File: config.mk
export PLATFORM = sky130hd
export DESIGN_NAME = bin2bcd_seq4_flat
export DESIGN_NICKNAME = d
export VERILOG_FILES = /design/src/rtl/bin2bcd_seq4_if.sv /design/src/rtl/bin2bcd_seq4.sv /design/src/flat_wrapper.sv
export SDC_FILE = /design/constraint.sdc
export NUM_CORES = 1
export LEC_CHECK = 0
export ABC_AREA = 1
export CORE_MARGIN = 8
export CORE_UTILIZATION = 54
export CTS_CLUSTER_SIZE = 8
export DETAILED_ROUTE_END_ITERATION = 16
export GPL_TIMING_DRIVEN = 0
export PLACE_DENSITY = 0.78
export SLEW_MARGIN = 20
export SYNTH_ARGS = -nofsm -noshare
export SYNTH_HDL_FRONTEND = slang
export SYNTH_SLANG_ARGS = --single-unit
File: constraint.sdc
create_clock -name iCLK -period 1.55 [get_ports iCLK]
set_input_delay 0.465 -clock iCLK [delete_from_list [all_inputs] [get_ports iCLK]]
set_output_delay 0.465 -clock iCLK [all_outputs]
set_load 0.01 [all_outputs]
File: src/rtl/bin2bcd_seq4_if.sv
// Handshake bundle for bin2bcd_seq4: one binary sample in, packed 4-digit BCD out.
interface bin2bcd_seq4_if #(
    parameter int BIN_W = 14
);
    logic [BIN_W-1:0] iBIN;
    logic             iSTART;
    logic [15:0]      oBCD;
    logic             oVALID;
    logic             oBUSY;
    logic             oOVF;

    modport master (
        output iBIN, iSTART,
        input  oBCD, oVALID, oBUSY, oOVF
    );

    modport slave (
        input  iBIN, iSTART,
        output oBCD, oVALID, oBUSY, oOVF
    );
endinterface

File: src/rtl/bin2bcd_seq4.sv
// Sequential double-dabble binary to 4-digit packed BCD; result held between conversions.
// Define BIN2BCD_SAT_EN to saturate the displayed value to 9999 on overflow.
//
// state | meaning
// IDLE  | waiting for iSTART, last result held on oBCD/oOVF
// SHIFT | one add-3/shift step per cycle, BIN_W cycles
// DONE  | publish result, pulse oVALID
module bin2bcd_seq4 #(
    parameter int BIN_W = 14
) (
    input logic          iCLK,
    input logic          iRST,
    bin2bcd_seq4_if.slave bus
);
    generate
        if (BIN_W < 4 || BIN_W > 16) begin : gBadWidth
            $error("bin2bcd_seq4: BIN_W must be within 4..16");
        end
    endgenerate

    typedef enum logic [1:0] {
        IDLE  = 2'd0,
        SHIFT = 2'd1,
        DONE  = 2'd2
    } state_t;

    state_t           state;
    state_t           stateNext;
    logic [BIN_W-1:0] shiftReg;
    logic [19:0]      scratch;
    logic [19:0]      adjusted;
    logic [4:0]       bitCnt;
    logic [15:0]      bcdReg;
    logic             ovfReg;
    logic             validReg;
    logic             overflow;

    always_ff @(posedge iCLK) begin
        if (iRST) begin
            state <= IDLE;
        end else begin
            state <= stateNext;
        end
    end

    always_comb begin
        stateNext = state;
        case (state)
            IDLE:    if (bus.iSTART) stateNext = SHIFT;
            SHIFT:   if (bitCnt == 5'd1) stateNext = DONE;
            DONE:    stateNext = IDLE;
            default: stateNext = IDLE;
        endcase
    end

    // All five digits are corrected in parallel before the shift.
    always_comb begin
        adjusted = scratch;
        for (int i = 0; i < 5; i++) begin
            if (scratch[4*i +: 4] >= 4'd5) begin
                adjusted[4*i +: 4] = scratch[4*i +: 4] + 4'd3;
            end
        end
    end

    assign overflow = (scratch[19:16] != 4'd0);

    always_ff @(posedge iCLK) begin
        if (iRST) begin
            shiftReg <= '0;
            scratch  <= '0;
            bitCnt   <= '0;
            bcdReg   <= '0;
            ovfReg   <= 1'b0;
            validReg <= 1'b0;
        end else begin
            validReg <= 1'b0;
            case (state)
                IDLE: begin
                    if (bus.iSTART) begin
                        shiftReg <= bus.iBIN;
                        scratch  <= '0;
                        bitCnt   <= 5'(BIN_W);
                    end
                end
                SHIFT: begin
                    scratch  <= {adjusted[18:0], shiftReg[BIN_W-1]};
                    shiftReg <= {shiftReg[BIN_W-2:0], 1'b0};
                    bitCnt   <= bitCnt - 5'd1;
                end
                DONE: begin
`ifdef BIN2BCD_SAT_EN
                    bcdReg <= overflow ? 16'h9999 : scratch[15:0];
`else
                    bcdReg <= scratch[15:0];
`endif
                    ovfReg   <= overflow;
                    validReg <= 1'b1;
                end
                default: ;
            endcase
        end
    end

    assign bus.oBCD   = bcdReg;
    assign bus.oOVF   = ovfReg;
    assign bus.oVALID = validReg;
    assign bus.oBUSY  = (state != IDLE);
endmodule

File: src/flat_wrapper.sv
// flat-port wrapper written by rule: the top's interface ports become plain ports
module bin2bcd_seq4_flat 
#(
    parameter int BIN_W = 14
)
  (iCLK, iRST, bus_iBIN, bus_iSTART, bus_oBCD, bus_oVALID, bus_oBUSY, bus_oOVF);
  bin2bcd_seq4_if #(.BIN_W(BIN_W)) bus_i ();
  input logic iCLK;
  input logic iRST;
  input wire logic [$bits(bus_i.iBIN)-1:0] bus_iBIN;
  input wire logic [$bits(bus_i.iSTART)-1:0] bus_iSTART;
  output wire logic [$bits(bus_i.oBCD)-1:0] bus_oBCD;
  output wire logic [$bits(bus_i.oVALID)-1:0] bus_oVALID;
  output wire logic [$bits(bus_i.oBUSY)-1:0] bus_oBUSY;
  output wire logic [$bits(bus_i.oOVF)-1:0] bus_oOVF;
  assign bus_i.iBIN = bus_iBIN;
  assign bus_i.iSTART = bus_iSTART;
  assign bus_oBCD = bus_i.oBCD;
  assign bus_oVALID = bus_i.oVALID;
  assign bus_oBUSY = bus_i.oBUSY;
  assign bus_oOVF = bus_i.oOVF;
  bin2bcd_seq4 #(.BIN_W(BIN_W)) u_core (.iCLK(iCLK), .iRST(iRST), .bus(bus_i));
endmodule
==> flow_results.org, run 1 <==
** Outcome
- The flow ran to the end, and the final reports show no timing, DRC or antenna violations.

** STA
- Across the routed clock network, the largest skew measured is 6.346 ps.
- For the pin with the worst max-slew slack, the measured transition is 561.2 ps.
- Final period demand of the worst path :: 1496 ps
- Final worst-path cycle share :: just under 100%
- Hold violation count in the final report :: 0
- The final max-slew violation count came to 0.
- For this run, the top clock speed supported by timing is 668.6 MHz.
- Setup violations remaining at the end of the flow were counted as 0.
- Headroom to the max-slew limit came out at 62.58%.

** Worst setup path
- STA classifies the critical path startpoint as a flop.
- Number of buffer and inverter instances along the worst setup path :: 2
- Delay of the slowest cell on the worst path :: 340 ps
- Critical path's top delay family :: flip-flops
- For the worst setup path, the data required time is 1080 ps.
- Among all stages on the critical path, the largest delay is contributed by dfxtp_2.
- Traced cell by cell, the critical path runs through nor2_4 > inv_1 > clkdlybuf4s15_1.
- For the worst setup path, the data arrival time is 1030 ps.
- The worst setup path is captured at an output port.
- The critical path is of the reg -> out type.
- Crit path max fanout :: 2

** Detailed routing
- Via count of the routed design :: 2,612
- Post-route DRC :: 0
- Routed length on met3 :: 376 um
- Wire length per cell :: 13.44 um
- Avg Vias per Cell :: 5.266
- The highest metal layer carrying signal wires in the routed design is met4.
- First-iteration detailed-routing DRC count :: approximately 180
- Post-Route M1 WL :: 3118 um
- Initial DRT Pass Iterations :: 5
- For this block, the routed nets add up to between 6000 and 7000 um of wire.
- In the detailed route, the total length drawn on met2 is 3074 um.
- Once detail routing completed, the nets flagged for antenna violations numbered 0.

** Global route
- First-pass GRT wire length :: 11,000 um
- The number of antenna violations at the first check in global routing came to 0.
- Vias in the first global route :: roughly 2,300
- Grt total ovfl :: 0
- Global routing consumed, over all layers together, 18.24% of the routing resources.
- Entering global routing, the biggest net connects 11 pins.

** Pwr
- The internal portion of the total power is between 2 and 2.5 mW.
- The clock network burns between 30% and 40% of the power.
- Final total power :: 3.178 mW
- Switch share :: 25.37%
- The analysis attributes to net switching a power of 806.4 uW.
- Fraction of power consumed by combinational cells :: 10.7%
- Of the total power, registers draw 50.4%.
- LEAKAGE :: around 1.5 nW
- The worst-case IR drop observed on VDD is approximately 0.00064 V.
- Dividing total power by cell area gives a power density of 948.2 mW/mm^2.

** Logic synthesis
- The average instance in the mapped netlist occupies 7.296 um^2.
- Predominant post-synthesis flop cell :: dfxtp_1
- Count of flip-flops with a built-in enable after synthesis :: 0
- Share of synthesized area occupied by flip-flops and latches :: between 40% and 50%
- The share of synthesized area in the top cell type comes to 43.28%.
- During synthesis, Yosys emitted a total of 0 warnings.
- Synthesized instance count :: 374
- Number of distinct standard cells referenced by the synthesized netlist :: 23
- Counting flops and latches in the post-synthesis netlist gives 59.
- Top cells by area in the synthesized netlist :: dfxtp_1 (43%), nand2_1 (10%), a21oi_1 (8.8%)
- The largest total area in the synthesized netlist belongs to dfxtp_1.
- Async set-reset flop share out of synthesis :: 0%
- Synthesis produced a netlist with a net count of 404.
- Area of the mapped netlist :: 0.002729 mm^2

** Clocking
- Clock network latency to the later pin of the worst-skew pair :: 330 ps
- TritonCTS clock tree :: yes
- Clock slew at reported path FFs :: 70 ps
- Clock buffers created by TritonCTS :: 9
- For this design, the sink count on the clock tree is 59.
- The cell sitting at the root of the clock tree is a clkbuf_8.
- For this design, the CTS-stage hold fixing added 0 buffers.
- Clock tree buffer depth :: 2
- The H-tree generated during clock tree synthesis spans 3 levels.

** Floorplanning
- In this run the count of I/O pins placed on the die edge is 36.
- Die area :: ~0.0076 mm^2
- Num rows :: 26
- Vert. Die Dim :: 87.09 um
- Die extent in x :: 87.09 um
- Core Box Area :: 0.004977 mm^2
- Once the floorplan was initialized, standard cells occupied 54.83% of the core.

** Layout
- Registers take 0.001186 mm^2.
- Core Util, Final :: 67.35%
- Final-layout fill cell count :: 433
- Synthesis-to-layout area growth :: 22.83%
- Area of combinational cells with multiple inputs :: 0.001309 mm^2
- Post-Layout Inst Area :: 0.003352 mm^2
- Final net count :: 451
- The post-route netlist has 8.685% of its cells at a drive strength greater than 1.
- The number of antenna diodes in the final layout is 0.

** Run
- Across the run, the number of max-cap violations was 0.

** Min path
- In this run the worst hold path is classified as reg -> reg.

** Placement
- Detail Placement HPWL :: about 4600 um
- Port Buffers :: 35
- Once placement finished, the instance area stood at between 0.003 and 0.004 mm^2.
- Final GP Congestion :: 0.8489
## worst min-delay path, delay by kind of cell (launching register included)
family                 cells  cell delay [ps]
AO/OA/AOI/OAI              1               60
buffers and inverters      1               60
flip-flops                 1              300
## final timing paths
path                                          from            endpoint  slack [ps]  depth (start not counted)
worst max-delay path               u_core.state[1]           bus_oBUSY          50                          3
worst min-delay path            u_core.shiftReg[8]  u_core.shiftReg[8]         450                          2
worst max register to register     u_core.state[0]  u_core.scratch[17]         150                          7
worst min register to register  u_core.shiftReg[8]  u_core.shiftReg[8]         450                          2
## kinds of logic (layout without fill, tap and decap cells)
logic type	after synthesis	in the layout	synth area share, %
AO/OA/AOI/OAI	91	91	18.02
adder cells (fa/ha/maj)	13	13	5.961
buffers and inverters	58	110	9.032
flip-flops	59	59	43.28
AND/OR/NAND/NOR	153	153	23.71
## layout by cell type (no fill, tap or decap), types with 2 or more instances in the layout
cell type and n:
buf_6 2, clkbuf_8 11, a21oi_1 48, clkbuf_1 3, o211ai_1 12, nor2_1 37
buf_4 4, clkinv_2 2, o21ai_0 29, clkdlybuf4s50_1 16, nand4_1 10, clkbuf_2 7
ha_1 13, nand3_1 24, nor2_2 2, nand2_1 76, dlygate4sd2_1 18, inv_1 41
dfxtp_1 57
## cells in the mapped netlist (2+ instances only)
cell and count:
a21oi_1 48, buf_4 4, clkbuf_1 7, dfxtp_1 59
ha_1 13, inv_1 41, inv_4 2, nand2_1 76
nand3_1 24, nand4_1 10, nor2_1 38, nor2_2 2
o211ai_1 12, o21ai_0 29
## metal layers
| layer | vias to the layer above | track usage, % |
|---|---|---|
| met5 | - | 0 |
| li1 | 1332 | - |
| met4 | 0 | 8.294 |
| met3 | 11 | 3.868 |
| met2 | 65 | 29.22 |
| met1 | 1204 | 22.81 |
## cell type report
class | count | area share [%]
well taps | 70 | 2.613
clock buffers | 14 | 4.853
clock inverters | 2 | 0.2986
repair buffers | 36 | 10.00
inverters | 44 | 5.151
flip-flops and latches | 59 | 35.39
multi-input cells | 257 | 39.04
plain buffers | 14 | 2.650
## flip-flops by register name (all words and copies together) (netlist names)
name               flops
u_core.bus.oVALID      1
u_core.shiftReg       14
u_core.bus.oBCD       16
u_core.scratch        20
u_core.state           2
u_core.bus.oOVF        1
u_core.bitCnt          5
## timing repair
action	CTS	global route
setup endpoints to repair	40	14
hold endpoints to repair	0	0
gates resized for setup	25	12
setup buffers	0	1
## power groups by stage
stage / registers [mW] / logic, mW / clock network, mW
after floorplan: 1.63 / 0.204 / 0
after global placement: 1.63 / 0.323 / 0
after detailed placement: 1.63 / 0.329 / 0
after CTS: 1.60 / 0.327 / 1.25
after global routing: 1.60 / 0.378 / 1.33
final: 1.60 / 0.340 / 1.24
## metrics by stage
step / setup TNS [ps] / setup slack, ps / std cells / hold WS (ps)
after floorplan: 0 / 347.6 / 374 / 424.9
after global placement: -17680 / -571.5 / 479 / 438.5
after detailed placement: -17690 / -555.9 / 479 / 448.0
after CTS: -28.42 / -28.42 / 495 / 457.4
after global routing: -0.5536 / -0.5536 / 496 / 474.3
final: 0 / 54.42 / 496 / 454.2
(Power assumes the default switching activity.)
==> run 2, diff against run 1 <==
--- a/config.mk
+++ b/config.mk
@@ -6,12 +6,13 @@
 export NUM_CORES = 1
 export LEC_CHECK = 0
 export ABC_AREA = 1
+export CORE_ASPECT_RATIO = 1.75
 export CORE_MARGIN = 8
 export CORE_UTILIZATION = 54
 export CTS_CLUSTER_SIZE = 8
 export DETAILED_ROUTE_END_ITERATION = 16
 export GPL_TIMING_DRIVEN = 0
-export PLACE_DENSITY = 0.78
+export PLACE_DENSITY = 0.86
 export SLEW_MARGIN = 20
 export SYNTH_ARGS = -nofsm -noshare
 export SYNTH_HDL_FRONTEND = slang
==> constraint.sdc (replaced) <==
create_clock -name iCLK -period 1.7 [get_ports iCLK]
set_input_delay 0.51 -clock iCLK [delete_from_list [all_inputs] [get_ports iCLK]]
set_output_delay 0.51 -clock iCLK [all_outputs]
set_load 0.01 [all_outputs]
==> flow_results.org, run 2 (synthesis gave the netlist of run 1 again) <==
** Outcome
- Run status :: completed

** Worst setup path
- Worst reg-to-reg path cell count :: 5 (-2)
- The top fanout value on the critical path is 2 (unchanged).
- The worst setup path is launched from a flop.
- STA classifies the critical path endpoint as an output port.
- Required time at the worst-slack endpoint :: 1190 ps (+110 ps)
- Kind of critical path :: reg -> out
- Origin of the critical flop-to-flop path :: u_core.state[1]
- The worst reg-to-reg setup slack was 230 ps (+80 ps).
- Worst Path Arrival :: 1130 ps (+100 ps)
- Critical R2R Capture :: u_core.bus.oOVF

** Layout
- Final net count :: 450 (-0.22%)
- Final antenna diode count :: 0 (unchanged)
- Final-layout fill cell count :: 425 (-1.8%)
- The library cell used most frequently in the layout, excluding fill and tap cells, is nand2_1.
- Share of post-route cells with drive strength above 1 :: 7.765% (-0.92 points)
- Register bank with the most flops :: u_core.scratch
- Relative to the synthesized area, the layout overhead comes to 21.96%.
- Largest register FFs :: 20 (unchanged)
- Leading cell types in the layout, fill and taps excluded :: nand2_1 (76), dfxtp_1 (58), a21oi_1 (48)
- Final cell count without fillers :: 479 (-3.4%)
- Post-Layout Inst Area :: 0.003328 mm^2 (-0.71%)

** Detailed routing
- Count of antenna-violating nets left after detailed routing :: 0 (unchanged)
- The total detailed-routing wirelength came to 6948 um (+4.2%).
- First-iteration detailed-routing DRC count :: 198 (+7.6%)
- Wire length per cell :: 14.51 um (+7.9%)
- The vias after detailed routing was 2,693 (+3.1%).
- The final routed DRC violation total was 0 (unchanged).
- The number of optimization iterations in the first detailed-route pass is 5 (unchanged).
- The detail-routed via count per cell is 5.622 (+6.8%).

** Clocking
- Clock sink count :: 59 (unchanged)
- Setup fix buffers added after clock tree synthesis :: 0 (unchanged)
- Htree depth :: 3 (unchanged)
- Clock network latency to the later pin of the worst-skew pair :: 350 ps (+20 ps)
- Clock tree buffer depth :: 2 (unchanged)
- The clock transition time at the flip-flop clock pins of the worst setup and hold paths came to 70 ps (about the same).
- TritonCTS built the clock tree.
- Number of hold buffers added after cts :: 0 (unchanged)
- The root buffer cell chosen for the clock tree is clkbuf_8.
- Clock buffers created by TritonCTS :: 9 (unchanged)

** Pwr
- The final total power came to 3.030 mW (-4.7%).
- Power density over the cells :: 910.4 mW/mm^2 (-4.0%)
- LEAKAGE :: 1.490 nW (+0.24%)
- The worst voltage drop across the vdd grid was 0.0007141 V (+12%).

** Placement
- Standard cell area after detailed placement :: 0.003147 mm^2 (-0.63%)
- The estimated wirelength of the detail-placed design is 4868 um (+5.4%).
- Port Buffers :: 35 (unchanged)
- Post-place setup slack :: -367.8 ps (+188.1 ps)
- Final GP Congestion :: 0.8975 (+5.7%)
- Placed instance count :: 463 (-3.3%)

** Global route
- Pin count of the biggest net entering global routing :: 11 (unchanged)
- The first-pass GRT wire length was 11,340 um (+3.1%).
- The number of antenna violations at the first check in global routing came to 0 (unchanged).
- The sum of overflow across all layers after global routing was 0 (unchanged).
- The via count of the first global-routing pass is 2,648 (+14%).
- All-Layer GR Usage :: 18.24% (about the same)

** Min path
- Hold path endpoint :: u_core.shiftReg[12]
- Worst min path class :: reg -> reg
- The instance count along the most critical hold path is 2 (unchanged).
- Hold Startpoint :: u_core.shiftReg[12]

** STA
- The clock skew came to 7.801 ps (+1.455 ps).
- The actual transition at the worst max-transition pin came to 531.5 ps (-29.77 ps).
- The final max-slew violation count is 0 (unchanged).
- Final period demand of the worst path :: 1638 ps
- Slew HR :: 64.57% (+2.0 points)
- Unrepaired setup endpoints after global routing :: false
- Worst-case setup margin in the final layout :: 61.71 ps (+7.294 ps)
- The final setup violation count came to 0 (unchanged).
- The count of endpoints failing hold in the final timing report is 0 (unchanged).
- Sum of negative setup slack :: 0 ps (unchanged)
- The final critical path takes up 96.37% of the cycle.
- For this run, the top clock speed supported by timing is about 610 MHz.

** Floorplanning
- Initial core utilization :: 55.30% (+0.47 points)
- The I/O pin count came to 36 (unchanged).
- The vertical die dimension is 110.0 um (+26%).
- The die outline area was 0.007674 mm^2 (+1.2%).
- The placeable core area came to 0.004935 mm^2 (-0.85%).
- Num rows :: 34 (+31%)
- Die extent in x :: 69.74 um (-20%)

** Run
- The number of maximum-capacitance violations was 0 (unchanged).
## run 2: cell count changes in the layout (fill, tap and decap cells not counted), sizes merged
cell and delta:
clkinvlp +1, clkinv +1, clkdlybuf4s15 -1, dlymetal6s2s +1, clkbuf -3, bufinv +1, buf -1
## run 2: how the worst max path moves through the flow
stage | start | endpoint | slack [ps]
after global routing | iRST | u_core.scratch[17] | 10
after floorplan | iRST | u_core.bus.oVALID | 450
after detailed placement | iRST | u_core.scratch[16] | -370
after CTS | u_core.bus.oVALID | bus_oVALID | 10
final | u_core.state[1] | bus_oBUSY | 60
after global placement | iRST | u_core.bus.oVALID | -360
## run 2: power breakdown
| group | leakage (nW) | internal, mW | total [mW] | switching [mW] |
|---|---|---|---|---|
| Combinational | 0.911 | 0.118 | 0.302 | 0.184 |
| Clock | 0.0991 | 0.709 | 1.27 | 0.560 |
| Sequential | 0.480 | 1.43 | 1.46 | 0.0266 |
| Total | 1.49 | 2.26 | 3.03 | 0.771 |
## run 2: metrics by stage
| stage | hold slack [ps] | utilization, % |
|---|---|---|
| finish | 449.8 | 67.44 |
| floorplan | 424.9 | - |
| detailed placement | 443.1 | 63.77 |
| global placement | 439.1 | 63.77 |
| global route | 466.4 | 67.44 |
| CTS | 452.8 | 67.29 |
## run 2: layer usage
layer / track usage, % / vias up / part of all wire, %
met4: 11.83 / 0 / 3.1
li1: - / 1324 / -
met1: 16.25 / 1246 / 37
met2: 34.88 / 104 / 53
met5: 0 / - / 0
met3: 5.556 / 19 / 6.4
## run 2: what timing repair did
item	CTS	global route
resized for setup	20	6
cloned	0	0
setup endpoints to repair	19	13
## run 2: critical path, cell delays in order, from the launching register on
cell and delay (ps):
dfxtp_1 340, nor2_2 120, inv_1 50, dlygate4sd2_1 270
## run 2: area by class of cell
cell class,instances,area [um^2],share of cell area (%)
Sequential cell,59,1182,35.53
Inverter,44,170.2,5.113
Multi-Input combinational cell,257,1304,39.17
Timing Repair Buffer,35,330.3,9.925
Clock buffer,11,141.4,4.248
Tap cell,54,67.56,2.030
Buffer,14,80.08,2.406
Clock inverter,5,52.55,1.579
==> run 3, diff against run 2 <==
--- a/config.mk
+++ b/config.mk
@@ -11,7 +11,6 @@
 export CORE_UTILIZATION = 54
 export CTS_CLUSTER_SIZE = 8
 export DETAILED_ROUTE_END_ITERATION = 16
-export GPL_TIMING_DRIVEN = 0
 export PLACE_DENSITY = 0.86
 export SLEW_MARGIN = 20
 export SYNTH_ARGS = -nofsm -noshare
==> flow_results.org, run 3 (synthesis gave the netlist of run 1 again) <==
** Outcome
- The run finished with clean final reports.

** STA
- The upper clock frequency limit was 612.2 MHz (+0.29%).
- The worst relative slew slack came to 65.36% (+0.79 points).
- The clock skew came to 7.173 ps (-0.6286 ps).
- The minimum hold slack was 453.5 ps (+3.724 ps).
- The count of endpoints failing hold in the final timing report was 0 (unchanged).
- Unrepaired setup endpoints after global routing :: false
- Final worst-path cycle share :: 96.09% (-0.28 points)
- # setup viols final :: 0 (unchanged)
- The final max-slew violation count is 0 (unchanged).
- The actual transition at the worst max-transition pin was 519.0 ps (-12.48 ps).
- Final period demand of the worst path :: 1634 ps (-4.745 ps)
- Worst-case setup margin in the final layout :: 66.46 ps (+4.745 ps)

** Floorplanning
- The vertical die dimension came to 110.0 um (unchanged).
- Initial core utilization :: 55.30% (unchanged)
- Core Box Area :: 0.004935 mm^2 (unchanged)
- The die width is 69.74 um (unchanged).
- Num rows :: 34 (unchanged)
- I/O Pins :: 36 (unchanged)
- The die outline area was 0.007674 mm^2 (unchanged).

** Worst setup path
- The worst setup path is of the reg -> out kind.
- The critical path starts at u_core.state[1].
- Last element of the critical path :: bus_oBUSY
- The data arrival at the endpoint of the critical path was 1120 ps (about the same).
- Endpoint kind of the worst setup timing path :: output port
- The worst reg-to-reg setup slack came to 300 ps (+70 ps).
- Traced cell by cell, the critical path runs through nor2_2 > inv_1 > dlygate4sd2_1.
- Origin of the critical flop-to-flop path :: u_core.state[0]
- The top fanout value on the critical path is 2 (unchanged).
- Number of buffer and inverter instances along the worst setup path :: 2 (unchanged)
- The largest stage delay on the critical path was 330 ps (about the same).
- Critical path's top delay family :: flip-flops
- The number of cell instances on the worst register-to-register path was 6 (+1).
- The count of cell instances traversed by the critical path was 3 (unchanged).
- Critical R2R Capture :: u_core.bitCnt[2]
- The worst endpoint required time is 1190 ps (about the same).
- The worst setup path is launched from a flop.
- Critical-path cell with the highest stage delay :: dfxtp_1

** Pwr
- The switching part of the total was 25.06% (-0.38 points).
- Final total power :: 2.912 mW (-3.9%)
- Power density over the cells :: 859.9 mW/mm^2 (-5.5%)
- The part of the power in the clock network is 38.8% (-3.1 points).
- Switching power :: 729.8 uW (-5.3%)
- Internal power :: 2.183 mW (-3.4%)
- Sequential cell fraction of total power :: 50.1% (+1.9 points)
- The leakage component of the power came to 1.512 nW (+1.5%).
- The worst voltage drop across the vdd grid came to 0.0007591 V (+6.3%).
- The part of the power in combinational logic was 11.2% (+1.2 points).

** Detailed routing
- Wire length per cell :: 12.93 um (-11%)
- The vias after detailed routing is 2,591 (-3.8%).
- Count of antenna-violating nets left after detailed routing :: 0 (unchanged)
- Total wire length after detailed routing :: 6234 um (-10%)
- The detail-routed via count per cell was 5.376 (-4.4%).
- The violation count after the first detailed-routing iteration is 134 (-32%).
- Post-route DRC :: 0 (unchanged)
- Initial DRT Pass Iterations :: 6 (+1)

** Placement
- Final GP Congestion :: 0.7629 (-15%)
- The pre-CTS worst setup slack is -72.30 ps (+295.5 ps).
- Detail Placement HPWL :: 4465 um (-8.3%)
- Port Buffers :: 35 (unchanged)

** Clocking
- Clock buffers created by TritonCTS :: 9 (unchanged)
- The number of buffers inserted to repair setup after CTS came to 0 (unchanged).
- Htree depth :: 3 (unchanged)
- Clock slew at reported path FFs :: 60 ps (about the same)
- The number of clock sinks seen by CTS was 59 (unchanged).
- Clock tree synthesis selected as its root buffer the cell clkbuf_8.
- Clock network latency to the later pin of the worst-skew pair :: 350 ps (about the same)
- The maximum clock path buffer count was 2 (unchanged).
- TritonCTS clock tree :: yes

** Global route
- All-Layer GR Usage :: 16.82% (-1.4 points)
- The first-pass GRT wire length is 10,540 um (-7.0%).
- Grt total ovfl :: 0 (unchanged)
- Vias in the first global route :: 2,557 (-3.4%)
- Number of antenna violations at the first check in global routing :: 0 (unchanged)
- Pin count of the biggest net entering global routing :: 34 (+23)

** Layout
- Leaving out fill and tap cells, the most frequent cell in the layout is nand2_1.
- From synthesis to final layout, the design area changed by 24.12%.
- The number of flip-flops in the largest register is 20 (unchanged).
- The core utilization of the finished layout is 68.64% (+1.2 points).
- The total inserted antenna cells was 0 (unchanged).
- Final net count :: 453 (+0.67%)
- Share of post-route cells with drive strength above 1 :: 8.879% (+1.1 points)
- Register bank with the most flops :: u_core.scratch
- The top cell types in the final layout, fill and taps aside, are nand2_1 (76), dfxtp_1 (59), a21oi_1 (48).

** Run
- Max capacitance violation total :: 0 (unchanged)

** Min path
- Worst min path class :: reg -> reg
[run 3: cell types whose count changed in the layout (fill, tap and decap cells not counted), moves of 2 or more]
cell      change
buf_4        +10
clkbuf_2      -3
buf_12        +3
clkbuf_1      -2
[run 3: tightest hold or removal path, cell delays in order, from the launching register on]
cell and delay [ps]:
dfxtp_1 300, inv_1 60, a21oi_1 50
[run 3: final cells by class]
| class | instances | area [um^2] |
|---|---|---|
| fill | 395 | 1548 |
| multi-input combinational | 257 | 1304 |
| sequential | 59 | 1181 |
| timing repair buffer | 52 | 491.7 |
| inverter | 44 | 170.2 |
| clock buffer | 14 | 162.7 |
| tap | 54 | 67.56 |
| clock inverter | 2 | 10.01 |
[run 3: metrics by stage]
step	TNS [ps]	cell area, um^2	std cells
finish	0	3387	482
global route	0	3387	482
CTS	0	3387	482
detailed placement	-251.4	3236	466
global placement	-59.62	3236	466
floorplan	0	2729	374
[run 3: worst min path at each step]
stage	startpoint	to	slack (ps)	depth (start not counted)
2_1_floorplan	u_core.shiftReg[13]	u_core.shiftReg[13]	420	2
3_3_place_gp	u_core.shiftReg[13]	u_core.shiftReg[13]	440	2
3_5_place_dp	u_core.shiftReg[12]	u_core.shiftReg[12]	450	2
4_1_cts	u_core.shiftReg[10]	u_core.shiftReg[10]	460	2
5_1_grt	u_core.shiftReg[8]	u_core.shiftReg[8]	480	2
6_report	u_core.shiftReg[12]	u_core.shiftReg[12]	450	2
[run 3: layer usage]
metal	part of all wire [%]	global-route usage (%)
met1	39	15.76
met2	53	31.57
met3	5.6	4.570
met4	2.8	10.97
met5	0	0
[run 3: what timing repair did]
item                                    CTS  global route
endpoints found under the setup margin   19             0
resized for setup                        20             0
endpoints found under the hold margin     0             0
hold buffers                              0             0
[run 3: power groups by stage]
stage / combinational (mW) / clock, mW / sequential (mW)
2_1_floorplan: 0.186 / 0 / 1.49
3_3_place_gp: 0.319 / 0 / 1.48
3_5_place_dp: 0.326 / 0 / 1.49
4_1_cts: 0.326 / 1.14 / 1.46
5_1_grt: 0.361 / 1.21 / 1.46
6_report: 0.325 / 1.13 / 1.46
